`config.mk`:
```
export PLATFORM = sky130hd
export DESIGN_NAME = divider_vv
export DESIGN_NICKNAME = d
export VERILOG_FILES = /design/src/rtl/divider_vv.sv
export SDC_FILE = /design/constraint.sdc
export NUM_CORES = 1
export LEC_CHECK = 0
export BUFFER_PORTS_ARGS = -buffer_cell sky130_fd_sc_hd__buf_2
export CAP_MARGIN = 15
export CORE_MARGIN = 2
export CORE_UTILIZATION = 25
export CTS_CLUSTER_SIZE = 25
export DETAILED_ROUTE_END_ITERATION = 6
export PLACE_DENSITY = 0.49
export SLEW_MARGIN = 30
export SYNTH_ARGS = -nofsm -noshare
export SYNTH_HDL_FRONTEND = slang
export SYNTH_SLANG_ARGS = --single-unit
```
`constraint.sdc`:
```
create_clock -name clk -period 2.16 [get_ports clk]
set_clock_uncertainty 0.05 [all_clocks]
set_input_delay 0.324 -clock clk [delete_from_list [all_inputs] [get_ports clk]]
set_output_delay 0.324 -clock clk [all_outputs]
set_load 0.02 [all_outputs]
```
`src/rtl/divider_vv.sv`:
```
// Multi-lane unsigned restoring divider: every lane divides in parallel,
// one quotient bit per clock, MSB first; results are held until the next completion.
module divider_vv #(
  parameter int vector = 4,
  parameter int bus    = 4
) (
  input  logic                        clk,
  input  logic                        reset,
  input  logic                        start,
  input  logic [vector-1:0][bus-1:0]  a,
  input  logic [vector-1:0][bus-1:0]  b,
  output logic                        busy,
  output logic                        done,
  output logic [vector-1:0][bus-1:0]  quotient,
  output logic [vector-1:0][bus-1:0]  remainder,
  output logic [vector-1:0]           div_zero
);

  localparam int CW = (bus > 1) ? $clog2(bus) : 1;

  typedef enum logic [1:0] {IDLE, RUN, DONE} state_t;

  state_t                       state_q, state_d;
  logic [vector-1:0][bus-1:0]   a_q, b_q, rem_q;
  logic [vector-1:0][bus-1:0]   a_d, rem_d;
  logic [vector-1:0][bus-1:0]   quotient_q, remainder_q;
  logic [vector-1:0]            div_zero_q, zero_d;
  logic [CW-1:0]                cnt_q;
  logic                         load, step, last;

  assign load = start && (state_q != RUN);
  assign step = (state_q == RUN);
  assign last = step && (cnt_q == '0);

  // The dividend register doubles as the quotient register: its MSB feeds the
  // partial remainder and the new quotient bit enters at the LSB.
  for (genvar gi = 0; gi < vector; gi++) begin : g_lane
    logic [bus:0]   shifted;
    logic [bus-1:0] diff;
    logic           ge;

    assign shifted    = {rem_q[gi], a_q[gi][bus-1]};
    assign ge         = shifted >= {1'b0, b_q[gi]};
    // When ge holds the true difference is below the divisor, so the low bits suffice.
    assign diff       = shifted[bus-1:0] - b_q[gi];
    assign rem_d[gi]  = ge ? diff : shifted[bus-1:0];
    assign a_d[gi]    = {a_q[gi][bus-2:0], ge};
    assign zero_d[gi] = (b_q[gi] == '0);
  end

  always_comb begin
    state_d = state_q;
    case (state_q)
      IDLE:    if (start) state_d = RUN;
      RUN:     if (cnt_q == '0) state_d = DONE;
      DONE:    state_d = start ? RUN : IDLE;
      default: state_d = IDLE;
    endcase
  end

  always_ff @(posedge clk or negedge reset) begin
    if (!reset) begin
      state_q     <= IDLE;
      a_q         <= '0;
      b_q         <= '0;
      rem_q       <= '0;
      cnt_q       <= '0;
      quotient_q  <= '0;
      remainder_q <= '0;
      div_zero_q  <= '0;
    end else begin
      state_q <= state_d;
      if (load) begin
        a_q   <= a;
        b_q   <= b;
        rem_q <= '0;
        cnt_q <= CW'(bus - 1);
      end else if (step) begin
        a_q   <= a_d;
        rem_q <= rem_d;
        cnt_q <= cnt_q - CW'(1);
      end
      if (last) begin
        quotient_q  <= a_d;
        remainder_q <= rem_d;
        div_zero_q  <= zero_d;
      end
    end
  end

  assign busy      = (state_q == RUN);
  assign done      = (state_q == DONE);
  assign quotient  = quotient_q;
  assign remainder = remainder_q;
  assign div_zero  = div_zero_q;

endmodule

```
==> impl_metrics.env <==
export IMPL_die_h_um=138
export IMPL_ant_nets=0
export IMPL_root_buffer="clkbuf_16"
export IMPL_grt_usage_pct=12.8
export IMPL_setup_viol=0
export IMPL_chipWidth_um=138
export IMPL_seq_area_frac_synth_pct=49.0
export IMPL_post_route_period_util_pct=90.1
export IMPL_vias=3539
export IMPL_cp_max_fo=29
export IMPL_syn_avg_cell_area_um2=10.2
export IMPL_layout_min_cycle_time_ns=1.95
export IMPL_cts_buffers=9
export IMPL_critPathKind="reg -> out"
export IMPL_drt_first_pass_iters=4
export IMPL_start_util_pct=25.3
export IMPL_ir_drop_mv=0.743
export IMPL_rsz0062_at_grt="no"
export IMPL_cts_path_max_buffers=2
export IMPL_io_pins=73
export IMPL_synth_fa_ha_area_share_pct=6.52
export IMPL_syn_to_final_growth_pct=21.9
export IMPL_tritoncts="done"
export IMPL_numPortBuffers=72
export IMPL_die_area_um2=19100
export IMPL_drc=0
export IMPL_syn_area_um2=4490
export IMPL_place_congestion=0.822
export IMPL_place_area_um2=5130
export IMPL_powerDensity_nw_per_um2=1770
export IMPL_synth_edff_count=0
export IMPL_dpl_hpwl_um=8580
export IMPL_gr_total_overflow=0
export IMPL_grt_pass1_vias=3712
export IMPL_setup_tns_ns=0
export IMPL_final_common_cell="dfrtp_1"
export IMPL_n_fill_cell=1877
export IMPL_nNetsFinal=566
export IMPL_arrival_ns=1.57
export IMPL_ys_types=41
export IMPL_routed_wl_um=11800
export IMPL_synth_simple_area_share_pct=18.3
export IMPL_grt_max_degree=41
export IMPL_coreArea_um2=17800
export IMPL_ys_flop_type="dfrtp_1"
export IMPL_fin_area_um2=5470
export IMPL_critPathRequiredTime_ns=1.79
export IMPL_finalNonFillerCells=744
export IMPL_ys_seq_elements=88
export IMPL_rows=49
export IMPL_grt_pass1_wl_um=19700
export IMPL_slew_violations=0
export IMPL_synth_mux_area_share_pct=6.69
export IMPL_hold_viol_final=0
export IMPL_dp_cells=727
export IMPL_clk_pin_slew_worst_paths_ns=0.07
export IMPL_htree_levels=3
export IMPL_mostFrequentLayoutCells="dfrtp_1, nand2_1, buf_2"
export IMPL_tightest_slew_ns=0.567
export IMPL_n_antenna_cell=0
export IMPL_clock_insertion_delay_worst_skew_ns=0.35
export IMPL_ys_async_sr_fraction_pct=100
export IMPL_maxSlewHeadroom_pct=62.1
export IMPL_synth_xor_area_share_pct=0.780
export IMPL_antenna_found_initial=0
export IMPL_netlist_instances=440
export IMPL_ys_warn_count=0
export IMPL_hp_class="in -> reg"
export IMPL_cp_start_kind="register"
export IMPL_status="finished, final reports clean"
export IMPL_synth_nets=496
export IMPL_cap_violations=0
export IMPL_avgRoutedWirePerCell_um=15.8
export IMPL_synth_compound_area_share_pct=13.7
export IMPL_cellLeakagePower_uw=0.00254
export IMPL_drive_gt1_share_pct=27.0
export IMPL_drt_initial_drc_count=189
export IMPL_vias_per_cell=4.76
export IMPL_fmax_mhz=514
export IMPL_cts_sinks=88
export IMPL_cp_end_kind="output port"
export IMPL_synth_top_family_by_area="simple AND/OR/NAND/NOR gates"
[final timing paths]
kind                                   from             to  slack [ns]  cells past startpoint
worst min register to register  quotient[2]    quotient[2]        0.42                      2
max in group asynchronous             reset   quotient[14]        1.02                      3
worst max-delay path             state_q[1]           busy        0.21                      4
min in group asynchronous             reset        a_q[11]        0.40                      2
worst max register to register      b_q[13]  remainder[14]        0.22                      6
worst min-delay path                  b[13]        b_q[13]        0.16                      2
[layer usage]
layer  wire [um]  track usage (%)  vias up
li1            -                -     1724
met1        5260             16.1     1737
met2        5870             21.8       67
met3         494             3.60       11
met4         148             3.49        0
met5           0                0        -
[cell usage after synthesis (8+ instances only)]
cell | n | area (um^2)
nor2b_1 | 9 | 56.3
mux2_2 | 16 | 180
inv_1 | 23 | 86.3
nand2_1 | 76 | 285
nand3_1 | 23 | 115
ha_1 | 17 | 213
buf_2 | 9 | 45.0
o21ai_0 | 30 | 150
dfrtp_1 | 88 | 2200
nor2_1 | 12 | 45.0
nand4_1 | 24 | 150
o311ai_0 | 11 | 96.3
clkbuf_1 | 8 | 30.0
mux2i_1 | 12 | 120
[worst max-delay path, cell delays in order (launching register included)]
cell	delay [ns]
dfrtp_1	0.37
nand2b_1	0.21
inv_4	0.18
buf_6	0.25
buf_2	0.20
[timing repair]
action	CTS	global route
hold endpoints to repair	27	0
resized for setup	0	1
setup buffers	0	0
hold buffers	1	0
setup endpoints to repair	0	1
[report_power, final]
group	total (uW)	switching, uW	internal (uW)
combinational	4930	3050	1870
clock	1750	698	1050
sequential	3020	580	2440
total	9700	4330	5370
[through the flow]
step / utilization [%] / worst slack [ns] / hold slack, ns / total power, uW
after global placement: 28.8 / 0.295 / 0.239 / 7910
after CTS: 30.8 / 0.100 / 0.142 / 9800
after global routing: 30.8 / 0.0749 / 0.141 / 10500
after detailed placement: 28.8 / 0.218 / 0.246 / 7980
final: 30.8 / 0.214 / 0.157 / 9700
after floorplan: - / 0.436 / -0.0216 / 6560
[final cells by class]
class,count,area (um^2),area share (%)
clock buffer,10,239,4.37
sequential,88,2200,40.2
timing repair buffer,85,492,8.98
tap,229,287,5.23
multi-input combinational,301,2070,37.7
clock inverter,6,92.6,1.69
inverter,25,96.3,1.76
[logic make-up after synthesis]
| kind of cell | after synthesis |
|---|---|
| flip-flops | 88 |
| AND/OR/NAND/NOR | 168 |
| buffers and inverters | 51 |
| adder cells (fa/ha/maj) | 21 |
| AO/OA/AOI/OAI | 80 |
| multiplexers | 28 |
| XOR/XNOR | 4 |
[state kept, by name, summed over array words and instances (netlist names)]
signal / cells
a_d: 12
a_q: 4
b_q: 16
cnt_q: 2
div_zero: 4
g_lane.shifted: 16
quotient: 16
remainder: 16
state_q: 2
Note: power is estimated with default switching activity, not from simulation.
